## config.mk

```make
export PLATFORM = sky130hd
export DESIGN_NAME = if_fetch_queue
export DESIGN_NICKNAME = d
export VERILOG_FILES = /design/src/rtl/if_fetch_queue_pkg.sv /design/src/rtl/if_fetch_queue_fq_storage.sv /design/src/rtl/if_fetch_queue.sv
export SDC_FILE = /design/constraint.sdc
export NUM_CORES = 1
export LEC_CHECK = 0
export CORE_AREA = 2 2 140 142
export CTS_CLUSTER_DIAMETER = 80
export DETAILED_ROUTE_END_ITERATION = 10
export DIE_AREA = 0 0 142 144
export PLACE_DENSITY = 0.79
export SYNTH_ARGS = -nofsm -noshare
export SYNTH_HDL_FRONTEND = slang
export SYNTH_SLANG_ARGS = --single-unit
export TNS_END_PERCENT = 5
```

## constraint.sdc

```tcl
create_clock -name clk -period 3.5 [get_ports clk]
set_input_delay 0.525 -clock clk [delete_from_list [all_inputs] [get_ports clk]]
set_output_delay 0.525 -clock clk [all_outputs]
set_load 0.1 [all_outputs]
```

## src/rtl/if_fetch_queue_pkg.sv

```systemverilog
// Shared definitions for the IF->ID fetch queue: memory map constants and
// the {pc, instr} entry layout held in each queue slot.
package if_fetch_queue_pkg;

    localparam logic [31:0] TEXT_STARTADDR = 32'h0000_3000;
    localparam logic [31:0] INSTR_NOP      = 32'h0000_0000;

    typedef struct packed {
        logic [31:0] pc;
        logic [31:0] instr;
    } fq_entry_t;

    function automatic fq_entry_t fq_pack(input logic [31:0] pc, input logic [31:0] instr);
        fq_entry_t e;
        e.pc    = pc;
        e.instr = instr;
        return e;
    endfunction

endpackage

```

## src/rtl/if_fetch_queue_fq_storage.sv

```systemverilog
// DEPTH x 64 register array for the fetch queue: one synchronous write port,
// one asynchronous read port. Contents carry no reset.
module if_fetch_queue_fq_storage
    import if_fetch_queue_pkg::*;
#(
    parameter  int DEPTH = 4,
    localparam int PTR_W = $clog2(DEPTH)
) (
    input  logic             i_clk,
    input  logic             i_we,
    input  logic [PTR_W-1:0] i_waddr,
    input  fq_entry_t        i_wdata,
    input  logic [PTR_W-1:0] i_raddr,
    output fq_entry_t        o_rdata
);

    fq_entry_t r_mem [DEPTH];

    // Write port: an entry changes only when the queue pushes into it.
    always_ff @(posedge i_clk) begin
        if (i_we) begin
            r_mem[i_waddr] <= i_wdata;
        end
    end

    assign o_rdata = r_mem[i_raddr];

endmodule

```

## src/rtl/if_fetch_queue.sv

```systemverilog
// Fetch queue between IF and ID: buffers (PC, instruction) pairs in order,
// stalls the PC when full and drops everything on a redirect flush.
module if_fetch_queue
    import if_fetch_queue_pkg::*;
#(
    parameter  int DEPTH = 4,
    localparam int PTR_W = $clog2(DEPTH)
) (
    input  logic             clk,
    input  logic             reset,
    input  logic             in_valid,
    input  logic [31:0]      in_pc,
    input  logic [31:0]      in_instr,
    output logic             pc_en,
    input  logic             flush,
    output logic             out_valid,
    output logic [31:0]      out_pc,
    output logic [31:0]      out_instr,
    input  logic             out_ready,
    output logic [PTR_W:0]   count
);

    localparam int CNT_W = PTR_W + 1;
    localparam logic [CNT_W-1:0] FULL_CNT = CNT_W'(DEPTH);

    logic [PTR_W-1:0] r_wr_ptr;
    logic [PTR_W-1:0] r_rd_ptr;
    logic [CNT_W-1:0] r_count;

    logic      w_full;
    logic      w_not_empty;
    logic      w_push;
    logic      w_pop;
    fq_entry_t w_head;

    // Full/empty come from the registered count, so a pop at full cannot
    // make room for a push in the same cycle.
    assign w_full      = (r_count == FULL_CNT);
    assign w_not_empty = (r_count != {CNT_W{1'b0}});
    assign w_push      = in_valid & ~w_full & ~flush;
    assign w_pop       = w_not_empty & out_ready & ~flush;

    assign pc_en     = ~w_full | flush;
    assign out_valid = w_not_empty;
    assign out_pc    = w_not_empty ? w_head.pc    : 32'h0000_0000;
    assign out_instr = w_not_empty ? w_head.instr : INSTR_NOP;
    assign count     = r_count;

    if_fetch_queue_fq_storage #(.DEPTH(DEPTH)) u_storage (
        .i_clk   (clk),
        .i_we    (w_push),
        .i_waddr (r_wr_ptr),
        .i_wdata (fq_pack(in_pc, in_instr)),
        .i_raddr (r_rd_ptr),
        .o_rdata (w_head)
    );

    // Pointer and occupancy state; reset dominates flush, flush dominates push/pop.
    always_ff @(posedge clk) begin
        if (reset) begin
            r_wr_ptr <= {PTR_W{1'b0}};
            r_rd_ptr <= {PTR_W{1'b0}};
            r_count  <= {CNT_W{1'b0}};
        end else if (flush) begin
            r_wr_ptr <= {PTR_W{1'b0}};
            r_rd_ptr <= {PTR_W{1'b0}};
            r_count  <= {CNT_W{1'b0}};
        end else begin
            if (w_push) begin
                r_wr_ptr <= r_wr_ptr + PTR_W'(1);
            end else begin
                r_wr_ptr <= r_wr_ptr;
            end
            if (w_pop) begin
                r_rd_ptr <= r_rd_ptr + PTR_W'(1);
            end else begin
                r_rd_ptr <= r_rd_ptr;
            end
            case ({w_push, w_pop})
                2'b10:   r_count <= r_count + CNT_W'(1);
                2'b01:   r_count <= r_count - CNT_W'(1);
                default: r_count <= r_count;
            endcase
        end
    end

endmodule

```

### Yosys cells after proc, flatten, opt, wreduce, memory -nomap -nowiden

Memory sizes are Yosys's and may differ from the RTL's. A register that Yosys moved wholly into a read port is not among the register bits.
Cells that the tools add are included.

| cells by class | value |
|---|---|
| add/subtract/negate cells | 4 |
| multipliers | 0 |
| divide/modulo/power cells | 0 |
| $lt $le $gt $ge | 0 |
| equal/unequal tests | 3 |
| shift operators | 0 |
| mux-type cells | 7 |
| bitwise operators | 7 |
| reduce and logical (&&, ||, !) cells | 3 |

Operators by type and width:

| kind | number |
|---|---|
| $mux W32 | 2 |
| $pmux W3 S2 | 1 |
| $add A2 B1 Y2 const B | 2 |
| $and A1 B1 Y1 | 4 |
| $mux W2 | 2 |
| $add A3 B1 Y3 const B | 1 |
| $eq A3 B3 Y1 const B | 1 |
| $reduce_bool A3 Y1 | 1 |
| $sub A3 B1 Y3 const B | 1 |
| $eq A2 B1 Y1 const B | 1 |
| $eq A2 B2 Y1 const B | 1 |
| $mux W1 | 2 |
| $not A1 Y1 | 2 |
| $reduce_bool A2 Y1 | 1 |
| $reduce_or A2 Y1 | 1 |
| $or A1 B1 Y1 | 1 |

| word-level totals | value |
|---|---|
| register bits after elaboration | 7 |
| latch bits | 0 |
| bits in writable memories | 256 |
| memory bits (read-only) | 0 |
| input port bits | 69 |
| output and inout port bits | 69 |
| word-level logic and storage cells | 28 |
| memories kept | 1 |

Memories:

| memory | words | bits a word | rd ports | clocked after Yosys merged registers in | wr ports | line | text |
|---|---|---|---|---|---|---|---|
| u_storage.r_mem | 4 | 64 | 1 | 1 | 1 | if_fetch_queue_fq_storage.sv:17 | `fq_entry_t r_mem [DEPTH];` |

### Depth between registers and ports, before layout

| depth | value |
|---|---|
| word-level depth | 6 |
| mapped depth | 10 |
| gate-level depth less buffers | 9 |

### By module

From an unflattened synthesis, not the netlist that was laid out.

| unflattened totals | value |
|---|---|
| cells, all modules | 453 |
| area total of the unflattened synthesis | 10181.0 µm² |

Modules (own cells, without submodules):

| module | times used | cells an instance | area each (µm²) | seq. area each (µm²) |
|---|---|---|---|---|
| if_fetch_queue_fq_storage | 1 | 338 | 9341.5 | 7687.4 |
| if_fetch_queue | 1 | 115 | 839.6 | 140.1 |

### Least setup slack after synthesis

OpenSTA, ideal clock, no wires.

| timing | value |
|---|---|
| kind | flip-flop to output port |
| start | register r_count[0], in the netlist count[0] |
| end | output port out_instr[22] |
| arrival time | 3.091 ns |
| slack | -0.116 ns |
| cell stages (with the launch flop) | 4 |
| path through | dfxtp_1 -> or3_1 -> clkbuf_1 -> and2_1 |

| between the ends | value |
|---|---|
| word-level cells in the longest chain between the ends | 2 |

Ends and longest elaborated chain:

| element | line | text |
|---|---|---|
| from (decl) | if_fetch_queue.sv:28 | `logic [CNT_W-1:0] r_count;` |
| from (signal assigned) | if_fetch_queue.sv:63 | `r_count <= {CNT_W{1'b0}};` |
| from (signal assigned) | if_fetch_queue.sv:67 | `r_count <= {CNT_W{1'b0}};` |
| from (signal assigned) | if_fetch_queue.sv:80 | `2'b10: r_count <= r_count + CNT_W'(1);` |
| $reduce_bool A3 Y1 | if_fetch_queue.sv:39 | `assign w_not_empty = (r_count != {CNT_W{1'b0}});` |
| net out_valid | if_fetch_queue.sv:16 | `output logic out_valid,` |
| $mux W32 | if_fetch_queue.sv:46 | `assign out_instr = w_not_empty ? w_head.instr : INSTR_NOP;` |
| to (decl) | if_fetch_queue.sv:18 | `output logic [31:0] out_instr,` |

The timed path passes the listed nets, and every way through them passes these cells.

==> run_results.csv <==
group,metric,value,unit
finish,final_nets,686,
global_route,grt_pass1_wl,28.8,mm
outcome,status,"completed",
setup_path,reg2reg_depth,9,
placement,dpl_worst_slack,0.681,ns
floorplan,initial_core_util,53.7,%
power_and_ir_drop,ir_drop,0.391,mV
finish,final_common_cell,"edfxtp_1",
timing,tns,0,ns
timing,rsz0062_at_grt,"no",
logic_synthesis,yosysTopAreaCellShare,75.1,%
setup_path,cp-start-kind,"flip-flop",
min_path,hp-class,"flip-flop to flip-flop",
timing,finalWorstSetupSlack,0.503,ns
clocking,cts_tree,"yes",
setup_path,r2r-start,"count[2]",
setup_path,crit_path_max_incr_delay,0.63,ns
setup_path,path_buf_inv,2,
power_and_ir_drop,p_leak,4.11,nW
setup_path,required,2.97,ns
floorplan,io_pins,138,
clocking,htreeDepth,1,
global_route,overflow,0,
global_route,grt_pass1_vias,5077,
setup_path,worstPathArrival,2.47,ns
setup_path,cp_top_family,"flip-flops",
logic_synthesis,syn_area_per_cell,22.2,um^2
floorplan,dieArea,0.0204,mm^2
floorplan,placementRows,51,
floorplan,fp.coreArea,0.0191,mm^2
setup_path,slowest_stage,"dfxtp_4",
timing,worst_slew_pin_slew,1.02,ns
clocking,clock_latency,0.52,ns
route,wl,18.9,mm
clocking,cts.sinks,265,
clocking,cts_hold_buf,0,
logic_synthesis,yosysTopAreaCell,"edfxtp_1",
clocking,post_cts_resized,0,
logic_synthesis,synthCells,461,
floorplan,die_x,142,um
setup_path,ff2ff_setup_slack,0.98,ns
logic_synthesis,yosysWarnings,0,
finish,mostFrequentLayoutCells,"edfxtp_1, clkdlybuf4s50_1, buf_4, and2_1, mux4_2",
clocking,cts_buffer_depth,3,
logic_synthesis,synth-seq-area-share,76.9,%
route,post-route-drc-count,0,
placement,dpl.hpwl,11.7,mm
global_route,grt_usage,18.7,%
finish,utilization,65.3,%
timing,maxSlewViolCount,0,
logic_synthesis,synth_area_leaders,"edfxtp_1, mux4_2, and2_1",
logic_synthesis,syn_nets,536,
flow_run,max_cap_viol_count,0,
setup_path,worst_r2r_endpoint,"count[2]",
logic_synthesis,synth_cell_types,29,
route,viasPerCell,5.56,
placement,io_buffers,137,
logic_synthesis,synth-seq-cells,265,
min_path,min_from,"r_rd_ptr[1]",
min_path,hold_depth,2,
min_path,worstHoldEndpoint,"r_rd_ptr[1]",
route,drt_iter0_markers,317,
setup_path,crit_path_max_fanout,25,
finish,syn2layout_area_growth,21.7,%
clocking,cts_setup_buffers,0,
logic_synthesis,netlist_area,0.0102,mm^2
global_route,antenna_found_initial,1,
timing,min_period,3.00,ns
setup_path,path_class,"flip-flop to output port",
finish,drive_gt1_share,28.3,%
power_and_ir_drop,power,6.44,mW
timing,relSlewSlack,31.9,%
timing,hold_viol,0,
timing,finalClockSkew,0.0164,ns
clocking,clk_root_buffer_cell,"clkbuf_16",
placement,gp_congestion,0.756,
power_and_ir_drop,power.density,516,mW/mm^2
setup_path,path_cells,"buf_12 -> mux4_1 -> and2_1 -> buf_4",
route,firstDrtPassIters,4,
route,dr_total_vias,4811,
timing,fin_crit_sh,85.6,%
timing,final-setup-viol-count,0,
finish,n_antenna_cell,0,
clocking,cts_made_buffers,24,
floorplan,die_h,144,um
timing,fmax,334,MHz
setup_path,end_kind,"output port",
route,drtAntennaViolNets,0,
clocking,clk_pin_slew,0.06,ns
route,wl_per_cell,21.8,um
global_route,grt_max_degree,66,
metrics by stage:
step,cell area [um^2],instances,hold slack [ns]
2_1_floorplan,10200,461,0.485
3_3_place_gp,11700,823,0.520
3_5_place_dp,11700,823,0.516
4_1_cts,12500,866,0.535
5_1_grt,12500,866,0.572
6_report,12500,866,0.529
sequential cells by signal (all words and copies together) (netlist names), named ones only:
signal,cells
count,3
u_storage.r_mem,256
r_wr_ptr,2
r_rd_ptr,2
worst max-delay path by stage:
stage                     startpoint               endpoint  slack, ns  cells past startpoint
after global placement         flush               count[2]       0.84                     10
after global routing        count[0]             out_pc[27]       0.33                      3
after floorplan             count[0]  u_storage.r_mem[0][0]       0.14                      3
after CTS                   count[0]              out_pc[0]       0.41                      3
final                      flip-flop          out_instr[31]       0.50                      4
after detailed placement       flush               count[2]       0.68                     10
routing by layer:
metal / routed length (um) / global-route usage (%) / up-vias
met4: 293 / 4.79 / 2
met1: 7850 / 25.3 / 2486
li1: - / - / 2160
met5: 13 / 0 / -
met3: 854 / 3.05 / 26
met2: 9860 / 32.4 / 137
cell usage after synthesis:
master    instances
buf_12            6
edfxtp_1        256
nand3_1           1
buf_2             7
o31ai_1           1
xor2_1            4
o31ai_2           1
or3_1             2
and2_4            1
buf_6             1
or2_2             2
nor2b_1           1
and3_1            4
a21o_1            1
inv_1             6
nor2_1            8
fa_1              1
dfxtp_1           9
mux4_2           60
ha_1              5
o311ai_0          1
clkbuf_1          8
and2_1           64
clkbuf_2          1
or3b_1            1
a21oi_1           3
nand4_1           1
o21ai_0           1
mux4_1            4
worst reg2reg max path, cell delays in order (launching register included):
cell and delay, ns:
dfxtp_1 0.43, or3b_1 0.51, and2_4 0.20, inv_1 0.05
ha_1 0.17, inv_1 0.07, fa_1 0.38, xor2_1 0.16
or3_1 0.30, a21oi_1 0.18
cell families (layout without fill, tap and decap cells):
logic type / Yosys count / in the layout / share of synthesized area, %
xor+xnor: 4 / 4 / 0.342
compound gates: 8 / 8 / 0.550
simple gates: 85 / 85 / 5.04
flops: 265 / 265 / 76.9
mux: 64 / 64 / 14.2
fa+ha+maj: 6 / 6 / 0.807
buf+inv: 29 / 196 / 2.19
final cells by class:
type / count / area [um^2]
repair buffers: 147 / 1360
inverters: 6 / 22.5
multi-input cells: 167 / 2170
flip-flops and latches: 265 / 7880
well taps: 238 / 298
fillers: 1234 / 6620
clock buffers: 36 / 676
clock inverters: 7 / 67.6
where the power goes:
group | internal (mW) | switching [mW] | total [mW]
logic | 0.158 | 0.296 | 0.454
clock network | 1.41 | 1.04 | 2.44
registers | 3.52 | 0.0134 | 3.54
total | 5.09 | 1.35 | 6.44
(Power assumes the default switching activity.)
==> RTL edit 1: new RTL, config.mk and constraints unchanged <==
`DEPTH` is set to 4 in 2 places; all go to 2.
--- a/src/rtl/if_fetch_queue_fq_storage.sv
+++ b/src/rtl/if_fetch_queue_fq_storage.sv
@@ -3,7 +3,7 @@
 module if_fetch_queue_fq_storage
     import if_fetch_queue_pkg::*;
 #(
-    parameter  int DEPTH = 4,
+    parameter  int DEPTH = 2,
     localparam int PTR_W = $clog2(DEPTH)
 ) (
     input  logic             i_clk,
--- a/src/rtl/if_fetch_queue.sv
+++ b/src/rtl/if_fetch_queue.sv
@@ -3,7 +3,7 @@
 module if_fetch_queue
     import if_fetch_queue_pkg::*;
 #(
-    parameter  int DEPTH = 4,
+    parameter  int DEPTH = 2,
     localparam int PTR_W = $clog2(DEPTH)
 ) (
     input  logic             clk,
Interface: changed (resized count); port bits go from 138 to 137. The function was not compared with the original's and may differ.
==> RTL edit 1 against the original RTL <==
Worst setup slack better by 0.36 ns; sequential cell count is 132 lower; area after synthesis is 51% lower; synthesized cell count is 35% lower; routed wire length is 45% lower; via count is 39% lower; total power is 40% lower; final area is 43% lower; largest power group unchanged; highest routed layer is now met4.
==> RTL edit 1: results (changes against the original RTL) <==
{
  "cp.arrival": {"value": 2.12, "unit": "ns", "change": "-0.35 ns"},
  "cts_buffers": {"value": 17, "change": "-29%"},
  "worst_clock_skew": {"value": 0.00447, "unit": "ns", "change": "-0.0119 ns"},
  "met2_usage": {"value": 17.3, "unit": "%", "change": "-15 points"},
  "worst_pin_slew": {"value": 0.971, "unit": "ns", "change": "-0.0501 ns"},
  "grt_antenna_before_repair": {"value": 0, "change": "-1"},
  "reg2reg_from": "count[0]$_SDFFE_PP0P_",
  "largest_cells_by_area_after_synthesis": "sky130_fd_sc_hd__edfxtp_1 (76%), sky130_fd_sc_hd__mux2i_1 (13%), sky130_fd_sc_hd__nor2_1 (5.3%), sky130_fd_sc_hd__dfxtp_1 (2.0%), sky130_fd_sc_hd__buf_4 (0.89%)",
  "wl_per_cell": {"value": 14.8, "unit": "um", "change": "-32%"},
  "hpwlAfterDp": {"value": 7070, "unit": "um", "change": "-40%"},
  "met3_resource_use_gr": {"value": 3.25, "unit": "%", "change": "+0.20 points"},
  "metal_1_wl": {"value": 4160, "unit": "um", "change": "-47%"},
  "post-place-ws": {"value": 1.15, "unit": "ns", "change": "+0.468 ns"},
  "max_ffs_per_register": {"value": 128, "change": "-50%"},
  "avgViaCountPerCell": {"value": 4.19, "change": "-25%"},
  "dp.cells": {"value": 665, "change": "-19%"},
  "gp_routability_congestion": {"value": 0.740, "change": "-2.1%"},
  "post_synth_num_cell_types": {"value": 19, "change": "-34%"},
  "run_status": "finished, final reports clean",
  "dr.max_layer_used": "met4",
  "placed_area": {"value": 6550, "unit": "sq um", "change": "-44%"},
  "insertion_delay": {"value": 0.40, "unit": "ns", "change": "-0.12 ns"},
  "drt_first_iter_violations": {"value": 96, "change": "-70%"},
  "post_synth_top_cells": "sky130_fd_sc_hd__edfxtp_1 (128), sky130_fd_sc_hd__nor2_1 (71), sky130_fd_sc_hd__mux2i_1 (64), sky130_fd_sc_hd__buf_2 (7), sky130_fd_sc_hd__buf_4 (6)",
  "max-clock-path-buffers": {"value": 2, "change": "-1"},
  "grt_pass1_vias": {"value": 3063, "change": "-40%"},
  "power.leakage": {"value": 2.42, "unit": "nW", "change": "-41%"},
  "postSynthCellCount": {"value": 299, "change": "-35%"}
}
==> RTL edit 1: changes by cell type in the layout (fill, tap and decap cells not counted), sizes merged, moves of 19 or more <==
cell,before,now
edfxtp,256,128
mux4,64,0
mux2i,0,64
and2,65,0
nor2,8,71
clkbuf,36,17
==> RTL edit 1: layout make-up <==
class	count	area [sq um]	share of cell area, %
multi-input cells	150	1030	14.5
clock inverters	15	129	1.81
clock buffers	17	425	5.99
well taps	238	298	4.19
inverters	2	7.51	0.106
flip-flops and latches	133	3950	55.5
repair buffers	142	1270	17.8
==> RTL edit 1: tightest hold or removal path: cells and delay by family (launching register included) <==
kind             cells  cell delay [ns]
flip-flops           1             0.33
XOR/XNOR             1             0.08
AND/OR/NAND/NOR      1             0.07
==> RTL edit 1: final timing paths <==
check / endpoint / slack, ns / cells past startpoint
max: out_pc[29] / 0.86 / 4
min: r_rd_ptr$_SDFFE_PP0P_ / 0.51 / 2
max reg2reg: u_storage.r_mem[0][53]$_DFFE_PP_ / 1.54 / 4
min reg2reg: r_rd_ptr$_SDFFE_PP0P_ / 0.51 / 2
==> RTL edit 1: logic make-up after synthesis <==
| group | after synthesis | share of synthesized area (%) |
|---|---|---|
| xor+xnor | 3 | 0.521 |
| compound gates | 5 | 0.546 |
| mux | 64 | 12.7 |
| flops | 133 | 78.2 |
| simple gates | 77 | 6.03 |
| buf+inv | 16 | 1.81 |
| fa+ha+maj | 1 | 0.248 |
==> RTL edit 1: report_power, final <==
part           switching (mW)  internal [mW]  total [mW]
sequential             0.0144           1.80        1.81
clock                   0.655          0.977        1.63
combinational           0.262          0.125       0.387
total                   0.932           2.90        3.83
==> RTL edit 2: new RTL, same flow settings <==
Made on the original files. Put one more register stage on the output `count`, cleared by the reset. The value now appears one clock later. The other outputs are not delayed to match. Comments in the files are not updated.
--- a/src/rtl/if_fetch_queue.sv
+++ b/src/rtl/if_fetch_queue.sv
@@ -44,7 +44,13 @@
     assign out_valid = w_not_empty;
     assign out_pc    = w_not_empty ? w_head.pc    : 32'h0000_0000;
     assign out_instr = w_not_empty ? w_head.instr : INSTR_NOP;
-    assign count     = r_count;
+    always_ff @(posedge clk) begin
+        if (reset) begin
+            count <= '0;
+        end else begin
+            count <= r_count;
+        end
+    end
 
     if_fetch_queue_fq_storage #(.DEPTH(DEPTH)) u_storage (
         .i_clk   (clk),
Check against the original RTL: not equivalent (Yosys sat finds a counterexample within 4 cycles, from zero or initial values and one cycle with reset high).
==> RTL edit 2 against the original RTL <==
Final area is 1.3% higher; total power grew 4.0%; area after synthesis increased by 0.71%; clock power is 9.0% higher; routed wire length is 2.1% higher; worst setup slack got worse by 0.060 ns; sequential cell count rose by 3.
==> RTL edit 2: results (changes against the original RTL) <==
{
  "run_status": "finished, final reports clean",
  "reg2reg_from": "r_count[2]$_SDFFE_PP0P_",
  "seq_power_share": {"value": 53.4, "unit": "%", "change": "-1.6 points"},
  "slowest_delay": {"value": 0.69, "unit": "ns", "change": "+0.06 ns"},
  "gp_routability_congestion": {"value": 0.773, "change": "+2.3%"},
  "power.leakage": {"value": 4.18, "unit": "nW", "change": "+1.8%"},
  "post-place-ws": {"value": 0.733, "unit": "ns", "change": "+0.0525 ns"},
  "share_of_final_layout_cell_area_taken_by_non_clock_buffers": {"value": 10.8, "unit": "%", "change": "-0.081 points"},
  "grt_pass1_wl": {"value": 29200, "unit": "um", "change": "+1.4%"},
  "cts_buffers": {"value": 27, "change": "+13%"},
  "drt_first_iter_violations": {"value": 320, "change": "+0.95%"},
  "mappedNetlistNets": {"value": 542, "change": "+1.1%"},
  "gr-usage-all-layers": {"value": 18.9, "unit": "%", "change": "+0.19 points"},
  "fillers": {"value": 1192, "change": "-3.4%"},
  "cp.arrival": {"value": 2.53, "unit": "ns", "change": "+0.06 ns"},
  "hpwlAfterDp": {"value": 11600, "unit": "um", "change": "-0.77%"},
  "post_synth_top_cells": "sky130_fd_sc_hd__edfxtp_1 (256), sky130_fd_sc_hd__and2_1 (64), sky130_fd_sc_hd__mux4_2 (62), sky130_fd_sc_hd__dfxtp_1 (12), sky130_fd_sc_hd__nor2_1 (10)",
  "n_all_buffers": {"value": 148, "change": "+0.68%"},
  "largest_cells_by_area_after_synthesis": "sky130_fd_sc_hd__edfxtp_1 (75%), sky130_fd_sc_hd__mux4_2 (14%), sky130_fd_sc_hd__and2_1 (3.9%), sky130_fd_sc_hd__dfxtp_1 (2.3%), sky130_fd_sc_hd__buf_12 (1.2%)",
  "clock_area_share": {"value": 6.59, "unit": "%", "change": "+0.63 points"},
  "met3_resource_use_gr": {"value": 3.81, "unit": "%", "change": "+0.76 points"},
  "max_slew_margin_vs_limit": {"value": 26.3, "unit": "%", "change": "-5.6 points"},
  "fin_nets": {"value": 696, "change": "+1.5%"},
  "final_min_period_over_clock_period": {"value": 87.4, "unit": "%", "change": "+1.7 points"},
  "grt_pass1_vias": {"value": 5229, "change": "+3.0%"},
  "r2r-end": "r_count[2]$_SDFFE_PP0P_",
  "route.vias.total": {"value": 4961, "change": "+3.1%"},
  "drive_above_1_share": {"value": 29.0, "unit": "%", "change": "+0.67 points"}
}
RTL edit 2: cell types whose count changed in the layout (fill, tap and decap cells not counted), sizes merged, moves of 2 or more:
cell    unedited run  this run
dfxtp              9        12
clkbuf            36        38
clkinv             6         9
nor2               8        10
RTL edit 2: kinds of logic after synthesis:
logic type      count (synthesis)  share of synthesized area [%]
simple gates                   88                           5.13
buf+inv                        29                           2.23
mux                            64                           14.1
compound gates                  8                          0.546
flops                         268                           76.9
xor+xnor                        4                          0.340
fa+ha+maj                       6                          0.801
RTL edit 2: through the flow:
stage	area (sq um)	hold slack [ns]	instances	utilization [%]	total power [mW]
after global routing	12600	0.577	879	66.2	6.90
after global placement	11800	0.507	830	61.8	4.08
after detailed placement	11800	0.517	830	61.8	4.10
after floorplan	10300	0.485	467	-	3.92
after CTS	12600	0.536	879	66.2	6.76
final	12600	0.533	879	66.2	6.69
RTL edit 2: per-layer routing:
layer  vias up  wire length (um)
met5         -                13
met1      2552              7740
li1       2205                 -
met3        21              1380
met4         2               303
met2       181              9840
